**config.mk**
```make
export PLATFORM = sky130hd
export DESIGN_NAME = if_fetch_unit_flat
export DESIGN_NICKNAME = d
export VERILOG_FILES = /design/src/rtl/if_fetch_unit_if.sv /design/src/rtl/if_fetch_unit.sv /design/src/flat_wrapper.sv
export SDC_FILE = /design/constraint.sdc
export NUM_CORES = 1
export LEC_CHECK = 0
export CORE_ASPECT_RATIO = 1.4
export CORE_MARGIN = 1
export CORE_UTILIZATION = 30
export CTS_BUF_LIST = sky130_fd_sc_hd__clkbuf_8 sky130_fd_sc_hd__clkbuf_16
export DETAILED_ROUTE_END_ITERATION = 10
export PLACE_DENSITY = 0.59
export SLEW_MARGIN = 20
export SYNTH_ARGS = -nofsm -noshare
export SYNTH_HDL_FRONTEND = slang
export SYNTH_SLANG_ARGS = --single-unit
```
**constraint.sdc**
```tcl
create_clock -name clk -period 3.1 [get_ports clk]
set_input_delay 0.62 -clock clk [delete_from_list [all_inputs] [get_ports clk]]
set_output_delay 0.62 -clock clk [all_outputs]
set_load 0.005 [all_outputs]
```
**src/rtl/if_fetch_unit_if.sv**
```systemverilog
// Signal bundle between the fetch stage, instruction memory, decode control and
// the IF/ID register consumers. master = fetch unit side.
interface if_fetch_unit_if;
  logic [31:0] im_pc;
  logic        im_busy;
  logic [31:0] im_instr;
  logic        stall;
  logic        flush;
  logic        redirect_valid;
  logic [31:0] redirect_pc;
  logic        ifid_valid;
  logic [31:0] ifid_pc;
  logic [31:0] ifid_instr;
  logic        ifid_adel;
  logic [31:0] fetch_cnt;
  logic [31:0] busy_cnt;

  modport master (
    output im_pc,
    input  im_busy,
    input  im_instr,
    input  stall,
    input  flush,
    input  redirect_valid,
    input  redirect_pc,
    output ifid_valid,
    output ifid_pc,
    output ifid_instr,
    output ifid_adel,
    output fetch_cnt,
    output busy_cnt
  );

  modport slave (
    input  im_pc,
    output im_busy,
    output im_instr,
    output stall,
    output flush,
    output redirect_valid,
    output redirect_pc,
    input  ifid_valid,
    input  ifid_pc,
    input  ifid_instr,
    input  ifid_adel,
    input  fetch_cnt,
    input  busy_cnt
  );
endinterface

```
**src/rtl/if_fetch_unit.sv**
```systemverilog
// MIPS instruction-fetch stage: owns the PC, qualifies memory data with im_busy,
// applies redirect/flush/stall and drives the IF/ID register plus fetch counters.
module if_fetch_unit #(
  parameter logic [31:0] RESET_PC = 32'h0000_3000
) (
  input logic             clk,
  input logic             reset,
  if_fetch_unit_if.master bus
);

  logic [31:0] pc_q, pc_d;
  logic        valid_q, valid_d;
  logic [31:0] ifid_pc_q, ifid_pc_d;
  logic [31:0] ifid_instr_q, ifid_instr_d;
  logic        adel_q, adel_d;
  logic [31:0] fetch_cnt_q, fetch_cnt_d;
  logic [31:0] busy_cnt_q, busy_cnt_d;
  logic        misaligned;

  always_comb begin
    pc_d         = pc_q;
    valid_d      = valid_q;
    ifid_pc_d    = ifid_pc_q;
    ifid_instr_d = ifid_instr_q;
    adel_d       = adel_q;
    fetch_cnt_d  = fetch_cnt_q;
    busy_cnt_d   = busy_cnt_q;
    misaligned   = (pc_q[1:0] != 2'b00);

    if (bus.redirect_valid) begin
      pc_d    = bus.redirect_pc;
      valid_d = 1'b0;
    end else if (bus.flush) begin
      // PC held so the word already at the memory is delivered later
      valid_d = 1'b0;
    end else if (bus.stall) begin
      if (bus.im_busy) begin
        busy_cnt_d = busy_cnt_q + 32'd1;
      end
    end else if (!bus.im_busy) begin
      valid_d      = 1'b1;
      ifid_pc_d    = pc_q;
      adel_d       = misaligned;
      ifid_instr_d = misaligned ? '0 : bus.im_instr;
      pc_d         = pc_q + 32'd4;
      fetch_cnt_d  = fetch_cnt_q + 32'd1;
    end else begin
      valid_d    = 1'b0;
      busy_cnt_d = busy_cnt_q + 32'd1;
    end
  end

  always_ff @(posedge clk) begin
    if (!reset) begin
      pc_q         <= RESET_PC;
      valid_q      <= 1'b0;
      ifid_pc_q    <= '0;
      ifid_instr_q <= '0;
      adel_q       <= 1'b0;
      fetch_cnt_q  <= '0;
      busy_cnt_q   <= '0;
    end else begin
      pc_q         <= pc_d;
      valid_q      <= valid_d;
      ifid_pc_q    <= ifid_pc_d;
      ifid_instr_q <= ifid_instr_d;
      adel_q       <= adel_d;
      fetch_cnt_q  <= fetch_cnt_d;
      busy_cnt_q   <= busy_cnt_d;
    end
  end

  assign bus.im_pc      = pc_q;
  assign bus.ifid_valid = valid_q;
  assign bus.ifid_pc    = ifid_pc_q;
  assign bus.ifid_instr = ifid_instr_q;
  assign bus.ifid_adel  = adel_q;
  assign bus.fetch_cnt  = fetch_cnt_q;
  assign bus.busy_cnt   = busy_cnt_q;

endmodule

```
**src/flat_wrapper.sv**
```systemverilog
// flat-port wrapper written by rule: the top's interface ports become plain ports
module if_fetch_unit_flat 
#(
  parameter logic [31:0] RESET_PC = 32'h0000_3000
)
  (clk, reset, bus_im_pc, bus_im_busy, bus_im_instr, bus_stall, bus_flush, bus_redirect_valid, bus_redirect_pc, bus_ifid_valid, bus_ifid_pc, bus_ifid_instr, bus_ifid_adel, bus_fetch_cnt, bus_busy_cnt);
  if_fetch_unit_if bus_i ();
  input logic clk;
  input logic reset;
  output wire logic [$bits(bus_i.im_pc)-1:0] bus_im_pc;
  input wire logic [$bits(bus_i.im_busy)-1:0] bus_im_busy;
  input wire logic [$bits(bus_i.im_instr)-1:0] bus_im_instr;
  input wire logic [$bits(bus_i.stall)-1:0] bus_stall;
  input wire logic [$bits(bus_i.flush)-1:0] bus_flush;
  input wire logic [$bits(bus_i.redirect_valid)-1:0] bus_redirect_valid;
  input wire logic [$bits(bus_i.redirect_pc)-1:0] bus_redirect_pc;
  output wire logic [$bits(bus_i.ifid_valid)-1:0] bus_ifid_valid;
  output wire logic [$bits(bus_i.ifid_pc)-1:0] bus_ifid_pc;
  output wire logic [$bits(bus_i.ifid_instr)-1:0] bus_ifid_instr;
  output wire logic [$bits(bus_i.ifid_adel)-1:0] bus_ifid_adel;
  output wire logic [$bits(bus_i.fetch_cnt)-1:0] bus_fetch_cnt;
  output wire logic [$bits(bus_i.busy_cnt)-1:0] bus_busy_cnt;
  assign bus_im_pc = bus_i.im_pc;
  assign bus_i.im_busy = bus_im_busy;
  assign bus_i.im_instr = bus_im_instr;
  assign bus_i.stall = bus_stall;
  assign bus_i.flush = bus_flush;
  assign bus_i.redirect_valid = bus_redirect_valid;
  assign bus_i.redirect_pc = bus_redirect_pc;
  assign bus_ifid_valid = bus_i.ifid_valid;
  assign bus_ifid_pc = bus_i.ifid_pc;
  assign bus_ifid_instr = bus_i.ifid_instr;
  assign bus_ifid_adel = bus_i.ifid_adel;
  assign bus_fetch_cnt = bus_i.fetch_cnt;
  assign bus_busy_cnt = bus_i.busy_cnt;
  if_fetch_unit #(.RESET_PC(RESET_PC)) u_core (.clk(clk), .reset(reset), .bus(bus_i));
endmodule
```
After elaboration in Yosys (flattened, before gate mapping)
Cells that the tools add are included.

Bits in registers: 162. Output and inout bits: 162. Word-level logic and storage cells: 29.

Add/subtract/negate cells: 3. Equality and inequality tests: 3. Mux-type cells: 6. Bitwise operators: 5. Reduce and logical (&&, ||, !) cells: 5.

Operator list (number): 32-bit two-way mux (5); 32-bit by 1-bit adder with 32-bit output (second input constant) (2); 32-bit by 3-bit adder with 32-bit output (second input constant) (1); 2-bit by 1-bit inequality test with 1-bit output (second input constant) (3); 3-bit AND reduction (2); 1-bit inverter (5); 4-bit AND reduction (1); 3-bit OR reduction (1); 2-bit nonzero test (1); 1-bit two-way mux (1).

Depth between registers and ports, before layout
Word-level depth: 5. Mapped depth: 8. Gate-level depth less buffers: 5.

Worst setup path before layout
Ideal clock, no wire load.

Path type: in2reg. Start: in bus_redirect_valid. End: reg u_core.fetch_cnt_q[29], in the netlist u_core.bus.fetch_cnt[29]. Setup time: 0.070 ns. Data arrival time: 2.667 ns. Data required time: 3.030 ns. Slack: 0.362 ns. Stages on the path: 7. Path buffers: 3. Path through: buf_6 -> or4_4 -> buf_6 -> or4_4 -> buf_6 -> or4_1 -> a21oi_1.

Word-level cells in the longest chain between the ends: 2.

Ends and longest elaborated chain: start: declaration (RTL line flat_wrapper.sv:15) `input wire logic [$bits(bus_i.redirect_valid)-1:0] bus_redirect_valid;`; 1-bit inverter (no line); 4-bit AND reduction (no line); end signal: assignment (RTL line if_fetch_unit.sv:68) `fetch_cnt_q <= fetch_cnt_d;`; end: declaration (RTL line if_fetch_unit.sv:16) `logic [31:0] fetch_cnt_q, fetch_cnt_d;`.

No other way between the ends. A chain may end at the register's enable or synchronous reset.

Final worst setup path
Start: in bus_redirect_valid. End: reg u_core.fetch_cnt_q[21], in the netlist u_core.bus.fetch_cnt[21].

Same word-level chain as after synthesis.

==> flow_summary.yaml <==
drt:
  firstDrtPassIters: 4
  drc: 0
  vias: 7179
  drtIter0Drc: 324
  via_per_inst: 5.15
  wl_per_cell_um: 16.4
  ant_nets: 0
  finalWirelength_um: 22800
logic_synthesis:
  synth_compound_area_frac: 0.172
  yosysTopAreaCell: "dfxtp_1"
  synth_edf_count: 0
  synthArstFlopShare: 0
  seq_area_frac_synth: 0.451
  yosys.area_share.simple: 0.274
  synth_top_area_share: 0.451
  synth_flop_cell: "dfxtp_1"
  ys_ff_latch: 162
  yosys_warnings: 0
  syn_area_mm2: 0.00720
  muxShareOfSynthArea: 0.0195
  synth_xor_area_frac: 0.0329
  synth_top_family_by_area: "simple AND/OR/NAND/NOR gates"
  syn_nets: 937
  synth_most_common_cell: "dfxtp_1"
  synthAdderAreaFrac: 0.00522
  synthCells: 864
  yosys-top-cells-area: "dfxtp_1 (45%), nand2_1 (6.5%), a21oi_1 (4.6%)"
  synth_common_cells: "dfxtp_1 (162), nand2_1 (125), nor2_1 (67)"
  synth_cell_types: 44
  avgSynthCellArea_um2: 8.33
power_and_ir_drop:
  irDropWorstVdd_uv: 385
  p_leak_uw: 0.00337
  total_power_uw: 4840
  powerDensity_mw_per_mm2: 461
setup_path:
  critPathLaunchType: "primary input"
  cp_max_fo: 21
  worst_setup_path_end_kind: "flip-flop"
  path_buf_inv: 1
  required_ns: 3.45
  cp_top_family: "simple AND/OR/NAND/NOR gates"
  crit_arrival_ns: 3.01
  crit_type: "primary input to flip-flop"
  cpMaxStageDelayCell: "or4_4"
  worst_path_most_repeated_cell: "or4_4"
  max_stage_delay_ns: 0.69
  crit_chain: "clkdlybuf4s50_1 -> or4_4 -> or4_4 -> or4_1 -> a21oi_1"
sta:
  slew_viol_final: 0
  hold_ws_ns: 0.452
  hold_viol_final: 0
  setup_viol: 0
  timing.final.ws_setup_ns: 0.446
  fin_crit_ns: 2.65
  tightest_slew_ns: 0.871
  finalSetupTns_ns: 0
  fmax_ghz: 0.377
  fin_skew_ns: 0.00831
  fin_crit_sh: 0.856
  max_slew_margin: 0.419
  grt_setup_unrepaired: "false"
floorplan:
  io_pins: 232
  die_h_um: 185
  start_util: 0.308
  die_w_um: 133
  rows: 66
  core_area_mm2: 0.0234
  die_area_mm2: 0.0246
clock_network:
  cts_buffer_depth: 2
  htreeDepth: 4
  cts_resized: 0
  cts_buffers: 17
  cts_setup_buffers: 0
  hold_buffers: 0
  clk_latency_ns: 0.43
  clk_pin_slew_ns: 0.06
  cts-root-buf: "clkbuf_16"
  clock_sinks: 162
  cts_tree: "done"
global_routing:
  grt.total_usage: 0.185
  grt_pass1_wl_um: 36000
  gr-total-overflow: 0
  antenna_found_initial: 0
  grt_max_degree: 77
  grt_pass1_vias: 6729
finish:
  fillers: 2346
  syn_to_final_growth_pct: 46.0
  final_cell_count_no_fill: 1393
  final_nets: 1149
  layout-drive-gt1-share: 0.0635
  num_antenna_cells: 0
place:
  gp_congestion: 0.786
  post-dp-hpwl_um: 15900
  place_worst_setup_slack_ns: 0.00810
  dpl.cell_count: 1363
  io_buffers: 231
min_path:
  hold_class: "flip-flop to flip-flop"
flow_run:
  maxCapViolCount: 0
status:
  status: "finished, final reports clean"
[layout by cell type, fill, tap and decap left out, types with 17 or more instances in the layout]
cell,synthesis,layout
nand4_1,27,27
clkbuf_16,0,17
a22oi_1,33,33
xnor2_1,17,17
clkdlybuf4s50_1,0,230
a21oi_1,66,66
nand3_1,26,26
or4_1,28,28
dfxtp_1,162,162
buf_4,0,25
nor3_1,21,20
o21ai_0,25,25
nand2_1,125,125
nor2_1,67,67
o31ai_1,21,21
nor4_1,24,23
[final timing paths]
kind                                             start                        to  slack, ns  cells past startpoint
worst max register to register     u_core.bus.im_pc[5]      u_core.bus.im_pc[19]       0.70                      4
worst min-delay path            u_core.bus.ifid_pc[31]    u_core.bus.ifid_pc[31]       0.45                      2
worst max-delay path                bus_redirect_valid  u_core.bus.fetch_cnt[21]       0.45                      5
worst min register to register  u_core.bus.ifid_pc[31]    u_core.bus.ifid_pc[31]       0.45                      2
[routing by layer]
| layer | global-route usage | share of wire | wire length (um) | vias up |
|---|---|---|---|---|
| met5 | 0 | 0 | 0 | - |
| met3 | 0.0479 | 0.058 | 1330 | 24 |
| met1 | 0.218 | 0.42 | 9670 | 3378 |
| li1 | - | - | - | 3585 |
| met4 | 0.0653 | 0.020 | 447 | 0 |
| met2 | 0.320 | 0.50 | 11400 | 192 |
[flip-flops by register name, summed over array words and instances (netlist names)]
register               flops
u_core.bus.busy_cnt       32
u_core.bus.fetch_cnt      32
u_core.bus.ifid_instr     32
u_core.bus.ifid_pc        32
u_core.bus.im_pc          32
u_core.bus.ifid_adel       1
u_core.bus.ifid_valid      1
[tightest hold or removal path, cell delays in order, from the launching register on]
cell,delay [ns]
dfxtp_1,0.31
nand2_1,0.05
a21oi_1,0.05
[report_power, final]
| group | internal, uW | switching, uW |
|---|---|---|
| registers | 2130 | 65.2 |
| clock network | 1420 | 858 |
| logic | 210 | 160 |
[area by class of cell]
class / count / area, um^2 / area share
sequential: 162 / 3240 / 0.309
clock inverter: 9 / 154 / 0.0147
multi-input combinational: 622 / 3630 / 0.346
inverter: 14 / 55.1 / 0.00524
timing repair buffer: 259 / 2550 / 0.243
clock buffer: 21 / 480 / 0.0457
tap: 306 / 383 / 0.0365
[logic make-up (layout without fill, tap and decap cells)]
kind of cell / Yosys count / count (layout)
flip-flops: 162 / 162
XOR/XNOR: 27 / 27
adder cells (fa/ha/maj): 3 / 3
buffers and inverters: 80 / 303
AO/OA/AOI/OAI: 193 / 193
AND/OR/NAND/NOR: 385 / 385
multiplexers: 14 / 14
[per-stage QoR]
step           instance area, um^2  utilization
2_1_floorplan                 7200            -
3_3_place_gp                  9870        0.422
3_5_place_dp                  9870        0.422
4_1_cts                      10500        0.449
5_1_grt                      10500        0.449
6_report                     10500        0.449
Note: power is estimated with default switching activity, not from simulation.
